--- src/rtl/uart_pkg.sv ---
// uart_pkg: definitions shared by the UART receiver and transmitter.
// Build option: UART_RX_PARITY_EN adds the PARITY receive state.
package uart_pkg;

  // Oversampling rate: baud ticks per bit period.
  localparam int OVS_RATE = 16;

  // Receiver FSM states.
  typedef enum logic [2:0] {
    IDLE   = 3'd0,
    START  = 3'd1,
    DATA   = 3'd2,
    STOP   = 3'd3
`ifdef UART_RX_PARITY_EN
    ,PARITY = 3'd4
`endif
  } uartState_e;

endpackage

--- src/rtl/uart_baud_tick.sv ---
// uart_baud_tick: free-running divider producing a one-cycle tick every DIV clocks.
module uart_baud_tick #(
  parameter int DIV = 27
) (
  input  logic clk_i,
  input  logic rst_i,
  output logic tick_o
);

  localparam int W = (DIV > 1) ? $clog2(DIV) : 1;

  logic [W-1:0] count_q, count_d;
  logic         wrap;

  assign wrap   = (count_q == W'(DIV - 1));
  assign tick_o = wrap;

  // Next count: wrap back to zero after the terminal value.
  always_comb begin
    count_d = count_q + W'(1);
    if (wrap) begin
      count_d = '0;
    end
  end

  // Counter register; never stops, so tick phase is independent of the line.
  always_ff @(posedge clk_i or posedge rst_i) begin
    if (rst_i) begin
      count_q <= '0;
    end else begin
      count_q <= count_d;
    end
  end

endmodule

--- src/rtl/uart_rx.sv ---
// uart_rx: 8-bit UART receiver, 16x oversampled, valid/ready output handshake.
// Build option: define UART_RX_PARITY_EN for 8E1 frames with parity_err_o;
// without it frames are 8N1 and that port does not exist.
module uart_rx
  import uart_pkg::*;
#(
  parameter int CLK_HZ = 50_000_000,
  parameter int BAUD   = 115200
) (
  input  logic       clk_i,
  input  logic       rst_i,
  input  logic       UART_RXD,
  output logic [7:0] rx_data_o,
  output logic       rx_valid_o,
  input  logic       rx_ready_i,
  output logic       frame_err_o,
  output logic       overrun_o,
`ifdef UART_RX_PARITY_EN
  output logic       parity_err_o,
`endif
  output logic       busy_o
);

  localparam int OVS_DIV = CLK_HZ / (OVS_RATE * BAUD);

  if (OVS_DIV < 2) begin : gen_div_check
    $error("uart_rx: CLK_HZ/(16*BAUD) must be at least 2");
  end

  logic       tick;
  logic       rxMeta_q, rxSync_q, rxPrev_q;
  logic       fallEdge;
  uartState_e state_q, state_d;
  logic [3:0] sampleCnt_q, sampleCnt_d;
  logic [2:0] bitIdx_q, bitIdx_d;
  logic [7:0] shiftReg_q, shiftReg_d;
  logic       deliver, frameErr;
  logic [7:0] rxData_q;
  logic       rxValid_q, frameErr_q, overrun_q;
`ifdef UART_RX_PARITY_EN
  logic       parityBad_q, parityBad_d;
  logic       parityErr, parityErr_q;
`endif

  uart_baud_tick #(
    .DIV (OVS_DIV)
  ) u_baud_tick (
    .clk_i  (clk_i),
    .rst_i  (rst_i),
    .tick_o (tick)
  );

  // Two-flop synchronizer plus one history flop; all reset high so the idle line shows no edge.
  always_ff @(posedge clk_i or posedge rst_i) begin
    if (rst_i) begin
      rxMeta_q <= 1'b1;
      rxSync_q <= 1'b1;
      rxPrev_q <= 1'b1;
    end else begin
      rxMeta_q <= UART_RXD;
      rxSync_q <= rxMeta_q;
      rxPrev_q <= rxSync_q;
    end
  end

  // Only a real 1->0 transition starts a frame, so a held-low break cannot retrigger.
  assign fallEdge = rxPrev_q & ~rxSync_q;

  // Frame sequencing: start qualified at half a bit, then one sample per 16 ticks.
  always_comb begin
    state_d     = state_q;
    sampleCnt_d = sampleCnt_q;
    bitIdx_d    = bitIdx_q;
    shiftReg_d  = shiftReg_q;
    deliver     = 1'b0;
    frameErr    = 1'b0;
`ifdef UART_RX_PARITY_EN
    parityBad_d = parityBad_q;
    parityErr   = 1'b0;
`endif
    unique case (state_q)
      IDLE: begin
        if (fallEdge) begin
          state_d     = START;
          sampleCnt_d = '0;
        end
      end
      START: begin
        if (tick) begin
          if (sampleCnt_q == 4'd7) begin
            sampleCnt_d = '0;
            bitIdx_d    = '0;
            state_d     = rxSync_q ? IDLE : DATA;
          end else begin
            sampleCnt_d = sampleCnt_q + 4'd1;
          end
        end
      end
      DATA: begin
        if (tick) begin
          sampleCnt_d = sampleCnt_q + 4'd1;
          if (sampleCnt_q == 4'd15) begin
            shiftReg_d = {rxSync_q, shiftReg_q[7:1]};
            bitIdx_d   = bitIdx_q + 3'd1;
            if (bitIdx_q == 3'd7) begin
`ifdef UART_RX_PARITY_EN
              state_d = PARITY;
`else
              state_d = STOP;
`endif
            end
          end
        end
      end
`ifdef UART_RX_PARITY_EN
      PARITY: begin
        if (tick) begin
          sampleCnt_d = sampleCnt_q + 4'd1;
          if (sampleCnt_q == 4'd15) begin
            parityBad_d = rxSync_q ^ (^shiftReg_q);
            state_d     = STOP;
          end
        end
      end
`endif
      STOP: begin
        if (tick) begin
          sampleCnt_d = sampleCnt_q + 4'd1;
          if (sampleCnt_q == 4'd15) begin
            state_d = IDLE;
            if (!rxSync_q) begin
              frameErr = 1'b1;
`ifdef UART_RX_PARITY_EN
            end else if (parityBad_q) begin
              parityErr = 1'b1;
`endif
            end else begin
              deliver = 1'b1;
            end
          end
        end
      end
      default: begin
        state_d = IDLE;
      end
    endcase
  end

  // FSM and frame-assembly registers.
  always_ff @(posedge clk_i or posedge rst_i) begin
    if (rst_i) begin
      state_q     <= IDLE;
      sampleCnt_q <= '0;
      bitIdx_q    <= '0;
      shiftReg_q  <= '0;
`ifdef UART_RX_PARITY_EN
      parityBad_q <= 1'b0;
`endif
    end else begin
      state_q     <= state_d;
      sampleCnt_q <= sampleCnt_d;
      bitIdx_q    <= bitIdx_d;
      shiftReg_q  <= shiftReg_d;
`ifdef UART_RX_PARITY_EN
      parityBad_q <= parityBad_d;
`endif
    end
  end

  // Output holding register: a new byte is dropped if the old one is still waiting
  // and not being taken this cycle; a byte taken in the same cycle is simply replaced.
  always_ff @(posedge clk_i or posedge rst_i) begin
    if (rst_i) begin
      rxData_q   <= '0;
      rxValid_q  <= 1'b0;
      frameErr_q <= 1'b0;
      overrun_q  <= 1'b0;
    end else begin
      frameErr_q <= frameErr;
      overrun_q  <= 1'b0;
      if (deliver) begin
        if (rxValid_q && !rx_ready_i) begin
          overrun_q <= 1'b1;
        end else begin
          rxData_q  <= shiftReg_q;
          rxValid_q <= 1'b1;
        end
      end else if (rxValid_q && rx_ready_i) begin
        rxValid_q <= 1'b0;
      end
    end
  end

`ifdef UART_RX_PARITY_EN
  // Parity error pulse, aligned with where delivery would have happened.
  always_ff @(posedge clk_i or posedge rst_i) begin
    if (rst_i) begin
      parityErr_q <= 1'b0;
    end else begin
      parityErr_q <= parityErr;
    end
  end

  assign parity_err_o = parityErr_q;
`endif

  assign rx_data_o   = rxData_q;
  assign rx_valid_o  = rxValid_q;
  assign frame_err_o = frameErr_q;
  assign overrun_o   = overrun_q;
  assign busy_o      = (state_q != IDLE);

endmodule

--- config.mk ---
export PLATFORM = sky130hd
export DESIGN_NAME = uart_rx
export DESIGN_NICKNAME = d
export VERILOG_FILES = /design/src/rtl/uart_pkg.sv /design/src/rtl/uart_baud_tick.sv /design/src/rtl/uart_rx.sv
export SDC_FILE = /design/constraint.sdc
export NUM_CORES = 1
export LEC_CHECK = 0
export CORE_UTILIZATION = 59
export CTS_BUF_LIST = sky130_fd_sc_hd__clkbuf_16
export DETAILED_ROUTE_END_ITERATION = 10
export PLACE_DENSITY = 0.82
export SYNTH_ARGS = -nofsm -noshare
export SYNTH_HDL_FRONTEND = slang
export SYNTH_SLANG_ARGS = --single-unit
--- constraint.sdc ---
create_clock -name clk_i -period 3.13 [get_ports clk_i]
set_input_delay 0.626 -clock clk_i [delete_from_list [all_inputs] [get_ports clk_i]]
set_output_delay 0.626 -clock clk_i [all_outputs]
set_load 0.005 [all_outputs]
==> flow_summary_export.csv <==
group,metric,value,unit
status,status,"complete, no violations",
critical_path,reg2reg_setup_slack,1.22,ns
synthesis,synthCells,128,
sta,whs,0.357,ns
route,ant_nets,0,
hold_path,hold_depth,0,
hold_path,hp-start,"rxMeta_q",
grt,grt_usage,24.3,%
clocking,ctsHtreeMaxLevel,2,
synthesis,ys_seq_area_share,55.7,%
route,route.detailed.drc,0,
clocking,hold_buffers,0,
grt,antenna_found_initial,0,
route,drt_iter0_drc,17,
synthesis,synth.distinct_cells,36,
clocking,clock_latency,0.27,ns
clocking,clkSinkCount,36,
synthesis,syn-num-nets,137,
sta,hold_viol,0,
sta,slew_violations,0,
route,drt_first_pass_iters,4,
pwr,worst_ir_drop_vdd,0.591,mV
placed_design,gp_congestion,0.846,
route,wirelength,2950,um
floorplan,initial_core_util,63.9,%
route,vias_per_cell,5.88,
pwr,power,1.15,mW
critical_path,worstReg2RegStart,"u_baud_tick.count_q[0]",
grt,grt_max_degree,20,
route,wl_per_cell,16.5,um
critical_path,cp.required,2.50,ns
placed_design,io_buffers,15,
hold_path,min_path_type,"reg -> reg",
synthesis,synth.avg_cell_area,12.7,um^2
layout,fin_nets,157,
layout,synthToLayoutAreaGrowth,20.8,%
layout,diodes,0,
synthesis,netlist_area,0.00163,mm^2
clocking,cts.clk_slew.worst_paths,0.05,ns
grt,grt_pass1_wl,4830,um
route,vias,1052,
sta,tns,0,ns
placed_design,place_hpwl,2040,um
clocking,cts_setup_buffers,0,
clocking,cts_tree,"done",
grt,grt_overflow_total,0,
floorplan,core-area,0.00254,mm^2
clocking,clk_path_buf_depth,2,
floorplan,num_rows,18,
sta,rsz0062_at_grt,"no",
floorplan,die_h,54.5,um
layout,fin_util,77.1,%
floorplan,dieArea,0.00297,mm^2
sta,period_share,73.4,%
critical_path,arrival,1.67,ns
sta,fin_skew,0.00354,ns
sta,max_slew.worst_pin.slew,0.701,ns
critical_path,r2r-end,"rx_data_o[7]",
floorplan,ioPinCount,16,
clocking,cts_resized,0,
sta,fmax,435,MHz
critical_path,start_kind,"flip-flop",
critical_path,cp_max_fo,12,
synthesis,yosys_register_bits,36,
layout,drive_gt1_share,24.2,%
critical_path,reg2regPathDepth,6,
sta,relSlewSlack,53.2,%
grt,grt_pass1_vias,1010,
synthesis,yosys_warnings,0,
sta,setup_viol,0,
clocking,numCtsBuffers,5,
critical_path,worstSetupPathType,"reg -> out",
clocking,root_buffer,"clkbuf_16",
flow_run,max-cap-violations,0,
sta,post-route-min-period,2.30,ns
critical_path,cp-end-kind,"primary output",
pwr,p_leak,0.931,nW
pwr,powerDensity,588,mW/mm^2
floorplan,fp.dieW,54.5,um
placed_design,dp.cells,171,
hold_path,holdPathEnd,"rxSync_q",
layout,layout.cells.non_filler,179,
==> critical path, stage by stage (launching register included) <==
cell             delay [ns]
dfrtp_1                0.53
nor2_1                 0.14
inv_1                  0.19
clkdlybuf4s50_1        0.54
==> sequential cells by signal (all words and copies together) (netlist names) <==
| register | cells |
|---|---|
| rx_data_o | 8 |
| shiftReg_q | 8 |
| u_baud_tick.count_q | 5 |
| sampleCnt_q | 4 |
| bitIdx_q | 3 |
| state_q | 2 |
| frame_err_o | 1 |
| overrun_o | 1 |
| rxMeta_q | 1 |
| rxPrev_q | 1 |
| rxSync_q | 1 |
| rx_valid_o | 1 |
==> synth_stat cells <==
library cell	count	area [um^2]
o21ai_0	6	30.0
nor2b_1	2	12.5
dfrtp_1	33	826
o21a_1	1	7.51
nor3_4	1	16.3
o41ai_1	1	8.76
mux2i_1	2	20.0
nand4_4	2	42.5
nand4_1	1	6.26
clkbuf_2	1	5.00
nor2_1	12	45.0
buf_4	1	7.51
or2b_1	1	7.51
nand2_1	6	22.5
buf_2	1	5.00
or4_1	1	7.51
o211a_1	1	10.0
nand4b_4	1	23.8
xnor2_1	1	8.76
buf_6	1	11.3
xor2_1	1	8.76
a311oi_1	1	8.76
o22ai_1	3	18.8
ha_1	5	62.6
and2_2	1	7.51
nor4_1	1	6.26
nand3_1	4	20.0
a21oi_1	5	25.0
mux2_2	17	191
and4b_2	1	11.3
a22o_1	2	17.5
o31ai_1	2	15.0
dfstp_2	3	78.8
and2_1	1	6.26
a21o_2	1	8.76
inv_1	4	15.0
==> layout by cell type, fill, tap and decap left out, drive strengths merged, types with 5 or more instances in the layout <==
| cell | netlist | routed |
|---|---|---|
| dfrtp | 33 | 33 |
| a21oi | 5 | 5 |
| mux2 | 17 | 17 |
| inv | 4 | 5 |
| o21ai | 6 | 6 |
| clkbuf | 1 | 5 |
| clkdlybuf4s50 | 0 | 15 |
| ha | 5 | 5 |
| nand2 | 6 | 6 |
| nor2 | 12 | 12 |
==> metrics by stage <==
| step | instance area (um^2) | setup WS, ns |
|---|---|---|
| 2_1_floorplan | 1630 | 1.46 |
| 3_3_place_gp | 1800 | 1.17 |
| 3_5_place_dp | 1800 | 1.13 |
| 4_1_cts | 1960 | 0.858 |
| 5_1_grt | 1960 | 0.777 |
| 6_report | 1960 | 0.832 |
==> how the worst max path moves through the flow <==
stage                            from            to  slack, ns
6_report                   state_q[1]        busy_o       0.83
5_1_grt                    state_q[1]        busy_o       0.78
4_1_cts                    state_q[1]        busy_o       0.86
3_5_place_dp               rx_ready_i  rx_data_o[7]       1.13
3_3_place_gp               rx_ready_i  rx_data_o[4]       1.17
2_1_floorplan  u_baud_tick.count_q[0]  rx_data_o[0]       1.46
==> kinds of logic after synthesis <==
family / count (synthesis) / share of synthesized area, %
compound gates: 23 / 9.24
xor+xnor: 2 / 1.08
fa+ha+maj: 5 / 3.85
buf+inv: 8 / 2.69
flops: 36 / 55.7
mux: 19 / 13.0
simple gates: 35 / 14.5
==> metal layers <==
metal | global-route usage (%) | wire length [um] | vias up
met4 | 7.69 | 10 | 0
li1 | - | - | 504
met3 | 7.50 | 120 | 2
met2 | 37.6 | 1500 | 36
met5 | 0 | 0 | -
met1 | 32.4 | 1320 | 510
==> cell type report <==
class | count | area [um^2]
Timing Repair Buffer | 17 | 165
Inverter | 4 | 15.0
Sequential cell | 36 | 905
Clock buffer | 5 | 125
Fill cell | 154 | 582
Tap cell | 30 | 37.5
Multi-Input combinational cell | 84 | 677
Clock inverter | 3 | 38.8
==> power by group <==
part	internal [mW]	switching [mW]	total [mW]
registers	0.478	0.0243	0.502
clock network	0.371	0.174	0.545
logic	0.0447	0.0629	0.108
total	0.893	0.261	1.15
Power figures use the tool's default switching activity.
